<file path="src/rtl/step_clock_gen_pkg.sv">
// Shared types for the step-clock generator: operating modes and FSM states.
package step_clk_pkg;

    typedef enum logic [1:0] {
        MODE_SINGLE = 2'b00,
        MODE_BURST  = 2'b01,
        MODE_RUN    = 2'b10,
        MODE_HOLD   = 2'b11
    } mode_e;

    typedef enum logic [1:0] {
        IDLE  = 2'b00,
        BURST = 2'b01,
        RUN   = 2'b10
    } state_e;

endpackage

</file>
<file path="src/rtl/step_clock_gen_button_debounce.sv">
// Step-button conditioning: 2-flop synchroniser, debounce counter and a
// single-cycle registered press event on the debounced rising edge.
module button_debounce #(
    parameter int DEBOUNCE_CYCLES = 4
) (
    input  logic clk_in,
    input  logic reset,
    input  logic raw,
    output logic level,
    output logic press_evt
);
    localparam int CW = $clog2(DEBOUNCE_CYCLES + 1);

    logic          sync1, sync2, armed, hit;
    logic [CW-1:0] cnt;

    // hit: this sample is the DEBOUNCE_CYCLES-th consecutive high one
    assign hit = sync2 && (cnt >= CW'(DEBOUNCE_CYCLES - 1));

    always_ff @(posedge clk_in) begin
        if (!reset) begin
            sync1     <= 1'b0;
            sync2     <= 1'b0;
            cnt       <= '0;
            level     <= 1'b0;
            press_evt <= 1'b0;
            armed     <= 1'b0;
        end else begin
            sync1 <= raw;
            sync2 <= sync1;
            if (!sync2)
                cnt <= '0;
            else if (cnt != CW'(DEBOUNCE_CYCLES))
                cnt <= cnt + CW'(1);
            if (!sync2)
                level <= 1'b0;
            else if (hit)
                level <= 1'b1;
            press_evt <= hit && !level && armed;
            armed     <= armed | !level;
        end
    end

endmodule

</file>
<file path="src/rtl/step_clock_gen.sv">
// Step-clock generator for the core: debounced button drives single-step,
// N-step burst or free-run stepping; emits a registered one-cycle step_en.
module step_clock_gen
    import step_clk_pkg::*;
#(
    parameter int DEBOUNCE_CYCLES = 4,
    parameter int DIV_WIDTH       = 16,
    parameter int BURST_WIDTH     = 8,
    parameter int CNT_WIDTH       = 32
) (
    input  logic                   clk_in,
    input  logic                   reset,
    input  logic                   clk_butt,
    input  logic [1:0]             mode,
    input  logic [DIV_WIDTH-1:0]   div_val,
    input  logic [BURST_WIDTH-1:0] burst_len,
    input  logic                   halt,
    output logic                   step_en,
    output logic                   busy,
    output logic [CNT_WIDTH-1:0]   step_count
);
    state_e                 state, nstate;
    mode_e                  mode_s;
    logic                   btn_level, press_evt, press, nstep;
    logic [DIV_WIDTH-1:0]   per_cnt, per_nxt;
    logic [BURST_WIDTH-1:0] rem, rem_nxt;

    button_debounce #(.DEBOUNCE_CYCLES(DEBOUNCE_CYCLES)) u_dbnc (
        .clk_in    (clk_in),
        .reset     (reset),
        .raw       (clk_butt),
        .level     (btn_level),
        .press_evt (press_evt)
    );

    // press_evt only ever fires alongside a freshly-high level
    assign press  = press_evt && btn_level;
    assign mode_s = mode_e'(mode);
    assign busy   = (state != IDLE);

    always_comb begin
        nstate  = state;
        nstep   = 1'b0;
        per_nxt = per_cnt;
        rem_nxt = rem;
        case (state)
            IDLE: if (press) begin
                case (mode_s)
                    MODE_SINGLE: nstep = 1'b1;
                    MODE_BURST: if (burst_len != '0) begin
                        nstep   = 1'b1;
                        per_nxt = div_val;
                        rem_nxt = burst_len - BURST_WIDTH'(1);
                        nstate  = BURST;
                    end
                    MODE_RUN: begin
                        nstep   = 1'b1;
                        per_nxt = div_val;
                        nstate  = RUN;
                    end
                    default: ;
                endcase
            end
            BURST: begin
                // rem counts steps still owed after the ones already issued
                if (mode_s != MODE_BURST || rem == '0)
                    nstate = IDLE;
                else if (per_cnt == '0) begin
                    nstep   = 1'b1;
                    per_nxt = div_val;
                    rem_nxt = rem - BURST_WIDTH'(1);
                end else
                    per_nxt = per_cnt - DIV_WIDTH'(1);
            end
            RUN: begin
                if (mode_s != MODE_RUN || press)
                    nstate = IDLE;
                else if (per_cnt == '0) begin
                    nstep   = 1'b1;
                    per_nxt = div_val;
                end else
                    per_nxt = per_cnt - DIV_WIDTH'(1);
            end
            default: nstate = IDLE;
        endcase
        if (halt) begin
            nstate = IDLE;
            nstep  = 1'b0;
        end
    end

    always_ff @(posedge clk_in) begin
        if (!reset) begin
            state      <= IDLE;
            step_en    <= 1'b0;
            per_cnt    <= '0;
            rem        <= '0;
            step_count <= '0;
        end else begin
            state      <= nstate;
            step_en    <= nstep;
            per_cnt    <= per_nxt;
            rem        <= rem_nxt;
            step_count <= step_count + CNT_WIDTH'(step_en);
        end
    end

endmodule

</file>
<file path="config.mk">
export PLATFORM = sky130hd
export DESIGN_NAME = step_clock_gen
export DESIGN_NICKNAME = d
export VERILOG_FILES = /design/src/rtl/step_clock_gen_pkg.sv /design/src/rtl/step_clock_gen_button_debounce.sv /design/src/rtl/step_clock_gen.sv
export SDC_FILE = /design/constraint.sdc
export NUM_CORES = 1
export LEC_CHECK = 0
export ABC_AREA = 0
export CAP_MARGIN = 20
export CORE_AREA = 2 2 96 98
export CTS_CLUSTER_DIAMETER = 50
export DETAILED_ROUTE_END_ITERATION = 16
export DIE_AREA = 0 0 98 100
export GPL_ROUTABILITY_DRIVEN = 0
export PLACE_DENSITY = 0.76
export SYNTH_ARGS = -nofsm -noshare
export SYNTH_HDL_FRONTEND = slang
export SYNTH_SLANG_ARGS = --single-unit
export TNS_END_PERCENT = 5
</file>
<file path="constraint.sdc">
create_clock -name clk_in -period 4.54 [get_ports clk_in]
set_input_delay 1.135 -clock clk_in [delete_from_list [all_inputs] [get_ports clk_in]]
set_output_delay 1.135 -clock clk_in [all_outputs]
set_load 0.02 [all_outputs]
</file>
After elaboration in Yosys (flattened, before gate mapping) --
Index checks and enable logic that the tools add are counted.
Word-level totals: register bits after elaboration 67, bits in latches 0, RAM bits 0, bits in read-only memories 0, input bits 30, output and inout port bits 34, logic and storage cells 83, memories 0
Operators by class: add/subtract/negate cells 5, multiply operators 0, div/mod/pow operators 0, order comparisons 1, equality and inequality tests 17, shifts and indexed selects 0, multiplexer cells 26, bitwise logic cells 2, reductions and logical operators 21
Operator list (count):
- 2-to-1 mux 16 bit | 5
- one-hot mux 16 bit (3 select lines) | 1
- 2-to-1 mux 8 bit | 5
- adder 32 x 1 -> 32 bit | 1
- one-hot mux 16 bit (2 select lines) | 1
- zero test 16 bit | 1
- inequality test 2 bit, second input constant | 8
- one-hot mux 8 bit (2 select lines) | 1
- subtractor 16 x 1 -> 16 bit, second input constant | 1
- subtractor 8 x 1 -> 8 bit, second input constant | 2
- AND reduction 6 bit | 2
- zero test 8 bit | 1
- 2-to-1 mux 2 bit | 4
- nonzero test 8 bit | 1
- inequality test 3 bit, second input constant | 2
- one-hot mux 2 bit (3 select lines) | 1
- 2-to-1 mux 1 bit | 5
- AND reduction 5 bit | 1
- == test 2 x 1 -> 1 bit, second input constant | 2
- == test 2 bit, second input constant | 2
- logical AND 1 bit | 4
- zero test 2 bit | 2
- inequality test 2 x 1 -> 1 bit, second input constant | 2
- one-hot mux 2 bit (2 select lines) | 1
- other kinds (13) | 16

Longest topological paths before layout --
depth after elaboration 5, mapped depth 10, gate-level depth less buffers 8

Cells and area by module --
Synthesis repeated with hierarchy kept, for this count alone.
Unflattened totals: cell total of the unflattened synthesis 454, area, all modules 3764.9 um^2
Modules (own cells, without submodules):
- step_clock_gen | times used 1, cells an instance 423, area an instance 3447.1 um^2, sequential area each 1181.1 um^2
- button_debounce | times used 1, cells an instance 31, area an instance 317.8 um^2, sequential area each 160.2 um^2

Least setup slack after synthesis --
Ideal clock, no wire load.
path type input-to-reg, start point in mode[1], end point reg per_cnt[11], library setup time 0.087 ns, arrival 2.607 ns, required time 4.453 ns, path slack 1.846 ns, stages 7, path buffers 2, path through nand2b_1 > a21oi_1 > o221ai_1 > or2_2 > buf_2 > buf_2 > o31ai_1
Between the ends: longest elaborated chain between the ends 4, elaborated cells between the ends (all ways) 14, classes of those cells eq/ne (8); mux (3); reduce/logical (3)
Ends and longest elaborated chain:
- start, declared | RTL line step_clock_gen.sv:14 | input logic [1:0] mode,
- == test 2 bit, or another cell as far along | RTL line step_clock_gen.sv:48 | case (mode_s)
- one-hot mux 16 bit (2 select lines), or another cell as far along | RTL line step_clock_gen.sv:48
- 2-to-1 mux 16 bit / inequality test 2 bit (equally long branches)
- one-hot mux 16 bit (3 select lines) / AND reduction 6 bit (equally long branches)
- end signal, assigned | RTL line step_clock_gen.sv:102 | per_cnt <= per_nxt;
- end, declared | RTL line step_clock_gen.sv:25 | logic [DIV_WIDTH-1:0] per_cnt, per_nxt;
Several ways; a longest one is shown, not always the timed one. The select of a mux whose other input is x is not followed. A chain may end at the register's enable or synchronous reset.

Worst setup path after layout --
start point in burst_len[3], end point reg rem[3]
Between the ends: longest elaborated chain between the ends 5, elaborated cells between the ends (all ways) 8, classes of those cells add/sub (1); eq/ne (1); mux (4); reduce/logical (2)
Ends and longest elaborated chain:
- start, declared | RTL line step_clock_gen.sv:16 | input logic [BURST_WIDTH-1:0] burst_len,
- subtractor 8 x 1 -> 8 bit | RTL line step_clock_gen.sv:53 | rem_nxt = burst_len - BURST_WIDTH'(1);
- 2-to-1 mux 8 bit | RTL line step_clock_gen.sv:50 | MODE_BURST: if (burst_len != '0) begin
- 2-to-1 mux 8 bit | RTL line step_clock_gen.sv:48
- 2-to-1 mux 8 bit | RTL line step_clock_gen.sv:47 | IDLE: if (press) begin
- one-hot mux 8 bit (2 select lines) | RTL line step_clock_gen.sv:46 | case (state)
- end signal, assigned | RTL line step_clock_gen.sv:103 | rem <= rem_nxt;
- end, declared | RTL line step_clock_gen.sv:26 | logic [BURST_WIDTH-1:0] rem, rem_nxt;
Several ways; a longest one is shown, not always the timed one. The select of a mux whose other input is x is not followed.

==> results.yml <==
layout:
  stdcell_area_um2: 4692
  syn_to_final_growth_pct: 22.63
  fin_nets: 556
  drive_gt1_share_pct: 6.551
  n_antenna_cell: 0
  finish.utilization_pct: 52.78
timing:
  max_freq_mhz: 313.4
  maxSlewHeadroom_pct: 26.42
  clock_skew_ns: 0.01148
  timing.final.ws_setup_ns: 1.349
  drv_slew: 0
  min_period_over_period_pct: 70.29
  fin_crit_ns: 3.191
  rsz0062_at_grt: "false"
  max_slew.worst_pin.slew_ns: 1.094
  setup_viol: 0
  fin_setup_tns_ns: 0
  finalHoldViolCount: 0
  worst_hold_slack_ns: 0.4588
power:
  clkPwrFrac_pct: 43.4
  powerDensity_nw_per_um2: 248.3
  p_int_uw: 880.4
  switching_share_pct: 24.43
  power_frac_seq_pct: 50.6
  power_switching_uw: 284.6
  pwr-share-comb_pct: 6.0
  ir_drop_mv: 0.1323
  leakagePower_nw: 1.604
critical_path:
  critPathBufInv: 1
  cpMaxStageDelayCell: "o31ai_1"
  cp.depth: 6
  critPathKind: "primary input to flop"
  ff2ff_path_depth: 6
  start_kind: "primary input"
  crit_arrival_ns: 3.44
  path_max_fanout: 8
  cpLargestDelayFamily: "compound AO/OA/AOI/OAI gates"
  slowest_delay_ns: 0.89
  cp-end-kind: "flop"
  worstPathRequired_ns: 4.79
  cp_cell_sequence: "clkdlybuf4s50_1 > nor3_1 > and3_1 > o31ai_1 > a311oi_1 > a31o_2"
route:
  routed-via-count: 3694
  wl_per_cell_um: 14.69
  wl_um: 9252
  drc: 0
  drtIter0Drc: 188
  route.top_layer_used: "met4"
  wl_met3_um: 428
  first_pass_iters: 5
  wl_met2_um: 4402
  wl_met1_um: 4230
  post_drt_via_cell_ratio: 5.863
  drtAntennaViolNets: 0
floorplanning:
  die_h_um: 100
  start_util_pct: 43.04
  placeableCoreArea_um2: 8890
  num_rows: 35
  die_w_um: 98
  die_area_um2: 9800
  pin_count: 64
logic_synthesis:
  synth_edf_count: 0
  synth.most_common_cell: "dfxtp_1"
  syn_area_um2: 3826
  seq_area_frac_synth_pct: 35.06
  async_flop_share_pct: 0
  synth_flop_cell: "dfxtp_1"
  synth_area_leader_cell: "dfxtp_1"
  netlist_instances: 462
  syn_nets: 504
  yosysWarnings: 0
  yosys-top-cells-area: "dfxtp_1 35%, a21oi_1 4.8%, nor2_1 4.6%"
  synth_common_cells: "67 x dfxtp_1, 47 x nor2_1, 37 x a21oi_1"
  synth_top_area_share_pct: 35.06
  synth-seq-cells: 67
  syn_area_per_cell_um2: 8.282
  synth.distinct_cells: 63
clock_network:
  postCtsSetupRepairBufs: 0
  cts_resized: 0
  clock-root-buffer: "clkbuf_8"
  clock_sinks: 67
  clk_latency_ns: 0.35
  clkTransAtPathRegs_ns: 0.08
  cts_buffer_depth: 2
  cts_tree: "built"
  hold_buffers: 0
  cts_max_level: 3
  numCtsBuffers: 9
global_routing:
  gr-total-overflow: 0
  grt_pass1_vias: 3256
  grt_pass1_wl_um: 15200
  antenna_found_initial: 0
  grtUsageTotal_pct: 18.70
  grt_max_degree: 31
placed_design:
  dpl_cell_area_um2: 4492
  dpl.hpwl_um: 6659
  place_ws_ns: 1.077
  place.port_buffers: 63
worst_hold_path:
  holdPathStages: 2
  hold_class: "flop to flop"
run:
  cap_violations: 0
outcome:
  status: "completed"
==> sequential cells by signal (all words and copies together), names as in the netlist <==
register	count
u_dbnc.cnt	3
u_dbnc.sync1	1
u_dbnc.press_evt	1
u_dbnc.armed	1
step_count	32
u_dbnc.level	1
rem	8
per_cnt	16
state	2
u_dbnc.sync2	1
step_en	1
==> power by group through the flow <==
stage / Combinational (mW) / Clock, mW / Sequential, mW
floorplan: 0.0311 / 0 / 0.603
global placement: 0.0683 / 0 / 0.603
detailed placement: 0.0697 / 0 / 0.603
CTS: 0.0699 / 0.518 / 0.589
global route: 0.0763 / 0.540 / 0.589
finish: 0.0704 / 0.505 / 0.589
==> layout by cell type (no fill, tap or decap), types with 7 or more instances in the layout <==
| cell type | n |
|---|---|
| dfxtp_1 | 67 |
| clkdlybuf4s50_1 | 63 |
| nor2_1 | 47 |
| a21oi_1 | 37 |
| nor3_1 | 25 |
| nand2_1 | 24 |
| inv_1 | 20 |
| nand3_1 | 19 |
| o31ai_1 | 15 |
| xnor2_1 | 15 |
| nor4_1 | 14 |
| o21ai_0 | 14 |
| or3_1 | 12 |
| ha_1 | 12 |
| clkbuf_8 | 9 |
| xor2_1 | 8 |
| and2_1 | 7 |
| a211oi_1 | 7 |
==> path summary, 6_finish.rpt <==
check               startpoint          endpoint  slack [ns]
setup reg to reg    per_cnt[7]        per_cnt[9]        1.43
setup / recovery  burst_len[3]            rem[3]        1.35
hold / removal    u_dbnc.armed  u_dbnc.press_evt        0.46
hold reg to reg   u_dbnc.armed  u_dbnc.press_evt        0.46
==> through the flow <==
step / power (mW) / instances
finish: 1.165 / 630
global placement: 0.6714 / 614
CTS: 1.177 / 630
floorplan: 0.6340 / 462
global route: 1.206 / 630
detailed placement: 0.6730 / 614
==> tightest hold or removal path, delay by kind of cell, from the launching register on <==
kind / cells / cell delay [ns]
flip-flops: 1 / 0.30
buffers and inverters: 1 / 0.06
AND/OR/NAND/NOR: 1 / 0.05
==> cells by family (layout without fill, tap and decap cells) <==
family | after synthesis | count (layout) | synth area share (%)
buffers and inverters | 47 | 104 | 5.559
AND/OR/NAND/NOR | 189 | 189 | 26.59
flip-flops | 67 | 67 | 35.06
AO/OA/AOI/OAI | 117 | 117 | 21.75
adder cells (fa/ha/maj) | 12 | 12 | 3.924
XOR/XNOR | 23 | 23 | 5.265
multiplexers | 7 | 7 | 1.864
==> cell type report <==
class	instances	area (um2)
fillers	828	4198
multi-input cells	348	2272
flip-flops and latches	67	1341
repair buffers	67	660.6
well taps	111	138.9
clock buffers	9	123.9
inverters	21	78.83
clock inverters	7	76.32
==> per-layer routing <==
metal  vias up  track usage, %
met3        15           3.064
met1      1739           24.45
met4         0           8.120
met2       120           30.66
met5         -               0
li1       1820               -
No activity file was read; power rests on OpenSTA's default activity.
